===== config.mk =====
export PLATFORM = sky130hd
export DESIGN_NAME = part_err_metric
export DESIGN_NICKNAME = d
export VERILOG_FILES = /design/src/rtl/part_eval_pkg.sv /design/src/rtl/part_err_metric.sv
export SDC_FILE = /design/constraint.sdc
export NUM_CORES = 1
export LEC_CHECK = 0
export BUFFER_PORTS_ARGS = -buffer_cell sky130_fd_sc_hd__clkbuf_2
export CORE_AREA = 5 5 42 44
export DETAILED_ROUTE_END_ITERATION = 12
export DIE_AREA = 0 0 47 49
export SLEW_MARGIN = 10
export SYNTH_ARGS = -nofsm -noshare
export SYNTH_HDL_FRONTEND = slang
export SYNTH_SLANG_ARGS = --single-unit

===== constraint.sdc =====
create_clock -name vclk -period 3.1
set_input_delay 0 -clock vclk [all_inputs]
set_output_delay 0 -clock vclk [all_outputs]
set_load 0.01 [all_outputs]

===== src/rtl/part_eval_pkg.sv =====
// part_eval_pkg
//   Shared types and constants for the partition evaluation harness.
//   - part_state_e : sweep controller states (IDLE / SWEEP / DONE)
//   - hd_w / err_cnt_w / hd_sum_w : metric register widths derived from the
//     partition input/output widths. They are sized so that one full sweep
//     can never overflow the accumulators.
//   - MISR_W / MISR_POLY / MISR_SEED : response-signature register constants
//     used when PART_RESP_MISR_EN is defined.
package part_eval_pkg;

  typedef enum logic [1:0] {
    IDLE  = 2'd0,
    SWEEP = 2'd1,
    DONE  = 2'd2
  } part_state_e;

  // Width of a per-pattern Hamming distance (0..out_w inclusive).
  function automatic int hd_w(input int out_w);
    return $clog2(out_w + 1);
  endfunction

  // Mismatch counter width: it must hold the value 2^in_w.
  function automatic int err_cnt_w(input int in_w);
    return in_w + 1;
  endfunction

  // Hamming-distance accumulator width: 2^in_w patterns of up to out_w each.
  function automatic int hd_sum_w(input int in_w, input int out_w);
    return in_w + $clog2(out_w + 1);
  endfunction

  // x^16 + x^12 + x^3 + x + 1 (the x^16 term is implicit).
  localparam int          MISR_W    = 16;
  localparam logic [15:0] MISR_POLY = 16'h100B;
  localparam logic [15:0] MISR_SEED = 16'hFFFF;

endpackage


===== src/rtl/part_err_metric.sv =====
// part_err_metric
//   Purely combinational per-pattern error metrics between the golden and
//   approximate partition outputs.
//   Ports:
//     exact_po  in  [OUT_W-1:0] golden output
//     approx_po in  [OUT_W-1:0] approximate output
//     mismatch  out             1 when the two outputs differ
//     hd        out [HD_W-1:0]  popcount of exact_po ^ approx_po
//     abs_err   out [OUT_W-1:0] |exact_po - approx_po|, unsigned
module part_err_metric
  import part_eval_pkg::*;
#(
  parameter int OUT_W = 4,
  parameter int HD_W  = hd_w(OUT_W)
) (
  input  logic [OUT_W-1:0] exact_po,
  input  logic [OUT_W-1:0] approx_po,
  output logic             mismatch,
  output logic [HD_W-1:0]  hd,
  output logic [OUT_W-1:0] abs_err
);

  logic [OUT_W-1:0] diff;

  assign diff     = exact_po ^ approx_po;
  assign mismatch = |diff;

  always_comb begin
    hd = '0;
    for (int i = 0; i < OUT_W; i++) begin
      hd = hd + HD_W'(diff[i]);
    end
  end

  // Subtract in the direction that cannot underflow.
  always_comb begin
    if (exact_po >= approx_po) begin
      abs_err = exact_po - approx_po;
    end else begin
      abs_err = approx_po - exact_po;
    end
  end

endmodule


# [After elaboration in Yosys (flattened, before gate mapping)]
# Index checks and enable logic that the tools add are counted.
[word_totals] reg_bits=0 in_bits=8 output_inout_bits=8
[op_classes] n_addsub=5 order_cmp=1 mux=1 bitwise=1 reduce_logical=1
[ops] op="subtractor 4 bit" count=2
[ops] op="greater-or-equal comparator 4 bit" count=1
[ops] op="two-way mux 4 bit" count=1
[ops] op="OR reduction 4 bit" count=1
[ops] op="XOR 4 bit" count=1
[ops] op="adder 2 x 1 -> 3 bit" count=1
[ops] op="adder 3 x 1 -> 3 bit" count=1
[ops] op="adder 1 x 1 -> 2 bit" count=1

# [Longest topological paths before layout]
[depth] ltp_word=4 depth_mapped=7 mapped_depth_nobuf=7

# [Worst setup path after synthesis]
# Ideal clock, no wire load.
[synth_timing] path_type="input to output" startpoint="input approx_po[3]" endpoint="output hd[1]" t_arrival_ps=1415 t_required_ps=3100 slack_ps=1685 stages=6 path_cell_list="inv_1 ha_1 inv_1 fa_1 ha_1 ha_1"
[synth_between] elab_chain_len=2
[synth_rtl] item="start, declared" line="part_err_metric.sv:17" source="input logic [OUT_W-1:0] approx_po,"
[synth_rtl] item="XOR 4 bit" line="part_err_metric.sv:25" source="assign diff = exact_po ^ approx_po;"
[synth_rtl] item="adder 3 x 1 -> 3 bit" line="part_err_metric.sv:31" source="hd = hd + HD_W'(diff[i]);"
[synth_rtl] item="end, declared" line="part_err_metric.sv:19" source="output logic [HD_W-1:0] hd,"
# Every way passes these cells.

# [Final worst setup path]
[layout_timing] startpoint="input exact_po[1]" endpoint="output hd[1]"
[layout_between] elab_chain_len=4
[layout_rtl] item="start, declared" line="part_err_metric.sv:16" source="input logic [OUT_W-1:0] exact_po,"
[layout_rtl] item="XOR 4 bit" line="part_err_metric.sv:25"
[layout_rtl] item="adder 1 x 1 -> 2 bit" line="part_err_metric.sv:31"
[layout_rtl] item="adder 2 x 1 -> 3 bit" line="part_err_metric.sv:31"
[layout_rtl] item="adder 3 x 1 -> 3 bit" line="part_err_metric.sv:31"
# Every way passes these cells.

==> metrics <==
status finished, final reports clean; Overall Global Routing Usage 0.0712; Final min period 1680 ps; worst-path fanout max 4; largest cells by area after synthesis ha_1, fa_1, inv_1; Critical Path Source Type input pin; Crit. End Element output pin; Die Span X 47 um; cell taking the most area after synthesis ha_1; Leak 0.294 nW; Seq/Total Area, Yosys 0; Slew Viols, Final 0; die height about 49 um; vias in the first global route 339; most frequent cells in the layout clkbuf_2, inv_1, ha_1; type of the worst min-delay path in2out; Rows 14; sequential cell count 0; initial cell density of the core 0.284; initial antenna violation count 0; worst hold path endpoint abs_err[1]; hold_buf cts 0; via count 355; Internal Power between 0.04 and 0.05 mW; HPWL Detailed 717 um; final hold violation count 0; layout cells sized above 1 0.323; hold path cells 4; I/O pins 16; area grow syn2layout 22.3%; clock share of power 0; Yosys cell types 20; Slowest cell on crit path fa_1; most used cell, CP ha_1; Crit Path Class in2out; antenna cells 0; Tot Pwr between 0.1 and 0.15 mW; Final Routed Wirelength between 700 and 800 um; Finish-stage setup viols 0; Nets 85; Max Cap Viol 0; gp weighted congestion slightly below 0.8; CP cell instances clkbuf_2, inv_1, ha_1, inv_1, fa_1, ha_1, ha_1, clkbuf_2; WP data required slightly above 3000 ps; part of the power in registers 0; largest net degree at the start of global routing 9; first-pass GRT wire length 1350 um; fmax just under 600 MHz; hold_sp approx_po[1]; post-CTS sizing 0; Synth warnings 0; Sw Ratio 0.543; Port Buffer Count 16; Final ANT Viol Nets 0; Slew HR 0.797; Post-route DRC 0; setup_tns 0 ps; max incr delay on CP 430 ps; combinational fraction of design power 1.000; synthesized netlist cell count 47; clkbuf count 0; most common cell after layout, fill and taps aside clkbuf_2; Synth top area share 0.314; Post-Syn Nets 68; RSZ-0062 raised after global routing no; register area 0 um2; Power Density 224 mW/mm2; WP data arrival ~1700 ps; synthesized area between 300 and 400 um2; fin crit share 0.540; starting DRC count in detailed routing 1; Max VDD drop 0.103 mV; Core Footprint 0.00140 mm2; average size of a mapped cell 8.47 um2; setup bufs post-CTS 0; Switch Pwr between 0.05 and 0.06 mW; Worst-Margin Slew ~310 ps; die footprint 0.00230 mm2; First-pass DRT Iterations 2; routed len/inst 9.58 um; grt ovf 0; Vias/cell between 4 and 5
stage by stage:
step	area, um2	hold slack, ps	utilization	cells	setup slack (ps)
global route	487	524	0.347	78	1300
floorplan	398	223	-	47	1680
detailed placement	487	469	0.347	78	1390
global placement	487	464	0.347	78	1450
finish	487	465	0.347	78	1420
CTS	487	472	0.347	78	1410
how the worst max path moves through the flow:
stage	start	end	cells after the start	slack [ps]
after detailed placement	exact_po[1]	hd[1]	8	1390
after floorplan	approx_po[3]	hd[1]	6	1680
after global placement	exact_po[1]	hd[1]	8	1450
after CTS	exact_po[1]	hd[1]	8	1410
final	exact_po[1]	hd[1]	8	1420
after global routing	exact_po[1]	hd[1]	8	1300
area by class of cell:
class              count  area, um2
repair buffers        16       80.1
fillers              158        915
multi-input cells     34        339
well taps             16       20.0
inverters             12       47.5
worst max-delay path: cells and delay by family:
kind | cells | cell delay [ps]
buffers and inverters | 4 | 440
adder cells (fa/ha/maj) | 4 | 1240
cells in the mapped netlist (all sizes together):
master,instances
a21bo,1
a21boi,1
a21oi,3
a221oi,1
a31oi,1
buf,1
fa,3
ha,10
inv,12
mux2i,4
nand2,1
nand3,2
nor2,2
nor2b,1
o21ai,1
o21bai,1
o31a,1
or2b,1
power by group through the flow:
stage	registers [mW]	clock network, mW	logic, mW
finish	0	0	0.109
global route	0	0	0.127
CTS	0	0	0.112
detailed placement	0	0	0.112
global placement	0	0	0.109
floorplan	0	0	0.0790
routing by layer:
| metal | part of all wire | wire length, um | global-route usage | up-vias |
|---|---|---|---|---|
| li1 | - | - | - | 184 |
| met1 | 0.44 | 328 | 0.0971 | 163 |
| met2 | 0.52 | 388 | 0.127 | 8 |
| met3 | 0.041 | 31 | 0.00369 | 0 |
| met4 | 0 | 0 | 0 | 0 |
| met5 | 0 | 0 | 0 | - |
kinds of logic (layout without fill, tap and decap cells):
family                   after synthesis  count (layout)  share of synthesized area
multiplexers                           4               4                      0.101
buffers and inverters                 13              28                      0.148
AND/OR/NAND/NOR                        7               7                     0.0881
AO/OA/AOI/OAI                         10              10                      0.198
adder cells (fa/ha/maj)               13              13                      0.465
Note: power is estimated with default switching activity, not from simulation.
